==> src/rtl/hazard_pkg.sv <==
// hazard_pkg: shared types and constants for the pipeline hazard controller.
package hazard_pkg;
    typedef enum logic {RUN, MUL_BUSY} state_t;
    typedef enum logic [1:0] {FWD_RF = 2'b00, FWD_WB = 2'b01, FWD_MEM = 2'b10} fwd_sel_t;
    localparam logic [4:0] XZR = 5'd31;
endpackage

==> src/rtl/pipe_hazard_ctrl_fwd_sel.sv <==
// fwd_sel: picks the ALU operand source for one EX source index.
// EX/MEM is the younger result, so it wins over MEM/WB.
module fwd_sel
    import hazard_pkg::*;
(
    input  logic [4:0] src,
    input  logic [4:0] mem_rd,
    input  logic       mem_regwrite,
    input  logic [4:0] wb_rd,
    input  logic       wb_regwrite,
    output fwd_sel_t   sel
);
    always_comb begin
        sel = (src == XZR) ? FWD_RF :
              (mem_regwrite && mem_rd == src) ? FWD_MEM :
              (wb_regwrite && wb_rd == src) ? FWD_WB : FWD_RF;
    end
endmodule

==> src/rtl/pipe_hazard_ctrl.sv <==
// pipe_hazard_ctrl: stall/bubble/flush, multiply sequencing and forwarding for the 5-stage pipe.
// Define HAZARD_PERF_EN to add the saturating stall_cnt/flush_cnt performance counters.
module pipe_hazard_ctrl
    import hazard_pkg::*;
#(
    parameter int MUL_LAT = 4,
    parameter int CNT_W   = 16
) (
    input  logic             clk,
    input  logic             rst_n,
    input  logic             id_valid,
    input  logic [4:0]       id_rn,
    input  logic [4:0]       id_rm,
    input  logic             id_use_rn,
    input  logic             id_use_rm,
    input  logic             id_is_mul,
    input  logic [4:0]       ex_rn,
    input  logic [4:0]       ex_rm,
    input  logic [4:0]       ex_rd,
    input  logic             ex_regwrite,
    input  logic             ex_memread,
    input  logic [4:0]       mem_rd,
    input  logic             mem_regwrite,
    input  logic [4:0]       wb_rd,
    input  logic             wb_regwrite,
    input  logic             ex_br_taken,
    output logic             pc_stall,
    output logic             ifid_stall,
    output logic             idex_bubble,
    output logic             idex_hold,
    output logic             ifid_flush,
    output logic [1:0]       fwd_a,
    output logic [1:0]       fwd_b,
    output logic             rf_bypass_a,
    output logic             rf_bypass_b,
    output logic             busy
`ifdef HAZARD_PERF_EN
    ,
    output logic [CNT_W-1:0] stall_cnt,
    output logic [CNT_W-1:0] flush_cnt
`endif
);
    localparam logic [3:0] MCNT_INIT = 4'(MUL_LAT - 1);

    state_t     state_q, state_d;
    logic [3:0] mcnt_q, mcnt_d;
    logic       run, load_use;
    fwd_sel_t   sel_a, sel_b;

    fwd_sel u_fwd_a (
        .src(ex_rn), .mem_rd(mem_rd), .mem_regwrite(mem_regwrite),
        .wb_rd(wb_rd), .wb_regwrite(wb_regwrite), .sel(sel_a)
    );
    fwd_sel u_fwd_b (
        .src(ex_rm), .mem_rd(mem_rd), .mem_regwrite(mem_regwrite),
        .wb_rd(wb_rd), .wb_regwrite(wb_regwrite), .sel(sel_b)
    );

    always_comb begin
        run      = (state_q == RUN);
        load_use = id_valid && ex_memread && ex_regwrite && ex_rd != XZR &&
                   ((id_use_rn && ex_rd == id_rn) || (id_use_rm && ex_rd == id_rm));
        state_d  = state_q;
        mcnt_d   = mcnt_q;
        if (run) begin
            if (!ex_br_taken && !load_use && id_valid && id_is_mul) begin
                state_d = MUL_BUSY;
                mcnt_d  = MCNT_INIT;
            end
        end else begin
            mcnt_d = mcnt_q - 4'd1;
            if (mcnt_q == 4'd1)
                state_d = RUN;
        end
    end

    // Every control output is gated by rst_n so reset silences the pipe immediately.
    always_comb begin
        ifid_flush  = rst_n && run && ex_br_taken;
        idex_bubble = rst_n && run && (ex_br_taken || load_use);
        idex_hold   = rst_n && !run;
        pc_stall    = rst_n && (!run || (!ex_br_taken && load_use));
        ifid_stall  = pc_stall;
        busy        = rst_n && !run;
        fwd_a       = rst_n ? sel_a : FWD_RF;
        fwd_b       = rst_n ? sel_b : FWD_RF;
        rf_bypass_a = rst_n && wb_regwrite && id_use_rn && id_rn != XZR && wb_rd == id_rn;
        rf_bypass_b = rst_n && wb_regwrite && id_use_rm && id_rm != XZR && wb_rd == id_rm;
    end

    always_ff @(posedge clk or negedge rst_n) begin
        if (!rst_n) begin
            state_q <= RUN;
            mcnt_q  <= 4'd0;
        end else begin
            state_q <= state_d;
            mcnt_q  <= mcnt_d;
        end
    end

`ifdef HAZARD_PERF_EN
    logic [CNT_W-1:0] stall_cnt_q, stall_cnt_d, flush_cnt_q, flush_cnt_d;

    always_comb begin
        stall_cnt_d = (pc_stall && !(&stall_cnt_q)) ? stall_cnt_q + 1'b1 : stall_cnt_q;
        flush_cnt_d = (ifid_flush && !(&flush_cnt_q)) ? flush_cnt_q + 1'b1 : flush_cnt_q;
    end

    always_ff @(posedge clk or negedge rst_n) begin
        if (!rst_n) begin
            stall_cnt_q <= '0;
            flush_cnt_q <= '0;
        end else begin
            stall_cnt_q <= stall_cnt_d;
            flush_cnt_q <= flush_cnt_d;
        end
    end

    assign stall_cnt = stall_cnt_q;
    assign flush_cnt = flush_cnt_q;
`endif
endmodule

==> config.mk <==
export PLATFORM = sky130hd
export DESIGN_NAME = pipe_hazard_ctrl
export DESIGN_NICKNAME = d
export VERILOG_FILES = /design/src/rtl/hazard_pkg.sv /design/src/rtl/pipe_hazard_ctrl_fwd_sel.sv /design/src/rtl/pipe_hazard_ctrl.sv
export SDC_FILE = /design/constraint.sdc
export NUM_CORES = 1
export LEC_CHECK = 0
export BUFFER_PORTS_ARGS = -buffer_cell sky130_fd_sc_hd__buf_4
export CORE_MARGIN = 5
export CORE_UTILIZATION = 37
export CTS_CLUSTER_SIZE = 24
export DETAILED_ROUTE_END_ITERATION = 6
export PLACE_DENSITY = 0.7
export SETUP_SLACK_MARGIN = 0.3
export SYNTH_ARGS = -nofsm -noshare
export SYNTH_HDL_FRONTEND = slang
export SYNTH_SLANG_ARGS = --single-unit
==> constraint.sdc <==
create_clock -name clk -period 3.05 [get_ports clk]
set_clock_uncertainty 0.05 [all_clocks]
set_input_delay 0.4575 -clock clk [delete_from_list [all_inputs] [get_ports clk]]
set_output_delay 0.4575 -clock clk [all_outputs]
set_load 0.03 [all_outputs]
======== After elaboration in Yosys (flattened, before gate mapping) ========
Index checks and enable logic that the tools add are counted.
storage, ports and cells
  register bits ........................... 5
  bits in latches ......................... 0
  bits in writable memories ............... 0
  memory bits (read-only) ................. 0
  input bits .............................. 46
  memories kept ........................... 0
cells by class
  add/sub/neg operators ................... 1
  $mul .................................... 0
  divide/modulo/power cells ............... 0
  magnitude comparators ................... 0
  eq/ne operators ......................... 14
  shift-type cells ........................ 0
  mux-type cells .......................... 13
  bitwise gates (word level) .............. 1
  reductions and logical operators ........ 32
operators by type and width
  cell                 count
  $eq 5x5->1           8
  $logic_and 1x1->1    26
  $ne 5x5->1 const B   3
  $mux 2               6
  $eq 5x5->1 const B   2
  $mux 4               2
  $mux 1               5
  $eq 4x1->1 const B   1
  $sub 4x1->4 const B  1
  $logic_or 1x1->1     3
  $logic_not 1->1      2
  $reduce_bool 2->1    1
  $not 1->1            1

======== Longest topological paths before layout ========
  word-level depth ........................ 10
  gate-level depth with buffers ........... 5
  depth with buffers taken out ............ 5

======== Hierarchy ========
From an unflattened synthesis, not the netlist that was laid out.
unflattened totals
  cell total of the unflattened synthesis .. 122
  area total of the unflattened synthesis .. 993.5 µm²
modules (own cells, without submodules)
  module            instances  cells each  area each (µm²)  seq. area each (µm²)
  pipe_hazard_ctrl  1          84          695.7            125.1
  fwd_sel           2          19          148.9            0.0

======== Worst setup path before layout ========
OpenSTA, ideal clock, no wires.
  path kind ............................... input to output
  from .................................... input port wb_rd[3]
  to ...................................... output port rf_bypass_a
  data arrival time ....................... 1967 ps
  required time ........................... 2542 ps
  setup slack ............................. 576 ps
  cell stages on the path ................. 4
  cells stage by stage .................... clkbuf_1 > xnor2_1 > nand3_1 > nor4b_1
on the way
  longest elaborated chain between the ends .. 2
ends and longest elaborated chain
  item               RTL line                source
  from (decl)        pipe_hazard_ctrl.sv:24  input logic [4:0] wb_rd,
  $eq 5x5->1         pipe_hazard_ctrl.sv:87  rf_bypass_a = rst_n && wb_regwrite && id_use_rn && id_rn != XZR && wb_rd == id_rn;
  $logic_and 1x1->1  pipe_hazard_ctrl.sv:87
  to (decl)          pipe_hazard_ctrl.sv:34  output logic rf_bypass_a,
Every way passes these cells.

======== Worst setup path after layout ========
  from .................................... input port rst_n
  to ...................................... output port idex_bubble
on the way
  longest elaborated chain between the ends .. 2
ends and longest elaborated chain
  item                            RTL line                source
  from (decl)                     pipe_hazard_ctrl.sv:10  input logic rst_n,
  $logic_and 1x1->1 (2 in a row)  pipe_hazard_ctrl.sv:80  idex_bubble = rst_n && run && (ex_br_taken || load_use);
  to (decl)                       pipe_hazard_ctrl.sv:29  output logic idex_bubble,
Every way passes these cells.

==> results.sh <==
export IMPL_outcome="completed"
export IMPL_cp_slowest_cell="dlygate4sd3_1"
export IMPL_drv_cap=0
export IMPL_endpoint_kind="output pin"
export IMPL_required_ns=2.54
export IMPL_cts_tree="yes"
export IMPL_post_place_ws_ns=0.769
export IMPL_cts_root_buf="clkbuf_4"
export IMPL_slowest_delay_ns=0.53
export IMPL_crit_chain="dlygate4sd3_1, buf_4, nor2b_1, and2_1, o21bai_1, buf_4"
export IMPL_syn_area_um2=950
export IMPL_max_freq_ghz=0.424
export IMPL_coreArea_um2=2480
export IMPL_seqPwrFrac=0.245
export IMPL_dr_pass1_iters=4
export IMPL_post_dp_hpwl_um=2640
export IMPL_power_density_nw_per_um2=419
export IMPL_synth_top_cell_area_share=0.194
export IMPL_vias_per_cell=5.22
export IMPL_area_growth_pct=49.3
export IMPL_setup_viol=0
export IMPL_hold_class="in -> async"
export IMPL_clkLatencyLatePin_ns=0.25
export IMPL_netlist_instances=118
export IMPL_fin_setup_tns_ns=0
export IMPL_slew_headroom=0.690
export IMPL_drt_initial_drc_count=39
export IMPL_p_switching_uw=254
export IMPL_power_uw=594
export IMPL_wire_per_inst_um=14.8
export IMPL_drive_above_1_share=0.382
export IMPL_critPathLaunchType="input pin"
export IMPL_hold_viol=0
export IMPL_antenna_found_initial=0
export IMPL_ios=58
export IMPL_die_w_um=60.7
export IMPL_routed_via_count=1060
export IMPL_port_buffers=57
export IMPL_p_comb_frac=0.625
export IMPL_path_max_fanout=14
export IMPL_num_antenna_cells=0
export IMPL_path_clk_slew_ns=0.05
export IMPL_die_y_um=60.7
export IMPL_grt_util_all_layers=0.167
export IMPL_drt_antenna_violating_nets=0
export IMPL_fin_ws_ns=0.690
export IMPL_numCtsBuffers=3
export IMPL_yosysWarnings=0
export IMPL_period_minus_slack_ns=2.36
export IMPL_synth_nets=166
export IMPL_leakage_nw=0.642
export IMPL_grt_overflow=0
export IMPL_crit_type="in -> out"
export IMPL_syn_avg_cell_area_um2=8.05
export IMPL_wl_um=3010
export IMPL_fin_nets=222
export IMPL_post_cts_resize_count=0
export IMPL_rsz0062_at_grt="false"
export IMPL_layout_common_cells="buf_4, xnor2_1, xor2_1"
export IMPL_yosysSeqAreaShare=0.132
export IMPL_drv_slew=0
export IMPL_worstMarginPinSlew_ns=0.464
export IMPL_cp_data_arrival_time_ns=1.85
export IMPL_power_internal_uw=339
export IMPL_ys_types=33
export IMPL_ir_worst_vdd_v=0.000334
export IMPL_cts_sinks=5
export IMPL_grt_pass1_wl_um=4610
export IMPL_die_area_um2=3680
export IMPL_gp_congestion=0.855
export IMPL_cts_max_path_buffers=2
export IMPL_ys_top_cells_by_area="xnor2_1, xor2_1, dfrtp_1"
export IMPL_cp_top_family="buffers and inverters"
export IMPL_start_util=0.383
export IMPL_cts_setup_buffers=0
export IMPL_path_common_cell="buf_4"
export IMPL_p_sw_frac=0.428
export IMPL_rows=18
export IMPL_fin_crit_sh=0.774
export IMPL_drc=0
export IMPL_path_buf_inv=3
export IMPL_ys_ff_latch=5
export IMPL_grt_pass1_vias=1009
export IMPL_grt_max_degree=15
export IMPL_pwr_share_clk=0.130
export IMPL_yosysTopAreaCell="xnor2_1"
export IMPL_layout_commonest_cell="buf_4"
export IMPL_h_tree_depth=1
-- cell families (layout without fill, tap and decap cells) --
logic type | count (synthesis) | in the layout | synth area share
AO/OA/AOI/OAI | 17 | 17 | 0.148
XOR/XNOR | 40 | 40 | 0.369
adder cells (fa/ha/maj) | 2 | 2 | 0.0263
buffers and inverters | 11 | 66 | 0.0514
flip-flops | 5 | 5 | 0.132
AND/OR/NAND/NOR | 43 | 43 | 0.274
-- cell type report --
type,instances,area [um^2]
clock buffer,4,26.3
fill,232,1060
inverter,4,15.0
multi-input combinational,102,776
sequential,5,125
tap,30,37.5
timing repair buffer,58,438
-- per-layer routing --
| layer | vias up | global-route usage | wire [um] |
|---|---|---|---|
| met2 | 36 | 0.307 | 1640 |
| met4 | 0 | 0.0650 | 22 |
| li1 | 536 | - | - |
| met3 | 2 | 0.00638 | 168 |
| met5 | - | 0 | 0 |
| met1 | 486 | 0.203 | 1180 |
-- path summary, 6_finish.rpt --
| check | from | endpoint | slack (ns) | cells past startpoint |
|---|---|---|---|---|
| setup / recovery | rst_n | idex_bubble | 0.69 | 6 |
| hold / removal | rst_n | state_q | 0.53 | 2 |
| setup reg to reg | state_q | mcnt_q[3] | 1.53 | 4 |
| hold reg to reg | mcnt_q[1] | mcnt_q[1] | 0.57 | 2 |
| max in group asynchronous | rst_n | mcnt_q[3] | 2.26 | 2 |
| min in group clk | mcnt_q[1] | mcnt_q[1] | 0.57 | 2 |
-- metrics by stage --
step / area, um^2 / utilization / std cells / hold WS [ns]
after floorplan: 950 / - / 118 / 0.112
after global placement: 1380 / 0.558 / 198 / 0.244
after detailed placement: 1380 / 0.558 / 198 / 0.248
after CTS: 1420 / 0.572 / 203 / 0.522
after global routing: 1420 / 0.572 / 203 / 0.560
final: 1420 / 0.572 / 203 / 0.533
-- state kept, by name, indices dropped and copies added (netlist names) --
| name | cells |
|---|---|
| state_q | 1 |
| mcnt_q | 4 |
-- cell usage after synthesis (all sizes together) --
cell type  instances
nor2               3
nor4               4
nand2              2
o21bai             2
o41a               1
nand3              8
a2bb2oi            1
nor4b              3
o31a               2
buf                2
o21ai              2
and3               6
nand3b             1
a21oi              2
o2111a             1
dfrtp              5
a32oi              1
ha                 2
nand4              7
nor3               3
clkbuf             5
o2111ai            1
a31oi              2
and2               3
xor2              19
or2                1
a31o               1
xnor2             21
and3b              1
o31ai              1
nor2b              1
inv                4
-- what timing repair did --
action / 4_1_cts / 5_1_grt
hold buffers: 1 / 0
hold endpoints to repair: 5 / 0
endpoints found under the setup margin: 0 / 0
-- power groups by stage --
stage               Sequential [mW]  Combinational, mW  Clock (mW)
global route                  0.154              0.413      0.0825
CTS                           0.145              0.375      0.0817
detailed placement            0.146              0.372           0
finish                        0.146              0.371      0.0771
global placement              0.144              0.364           0
floorplan                     0.125              0.264           0
No activity file was read; power rests on OpenSTA's default activity.
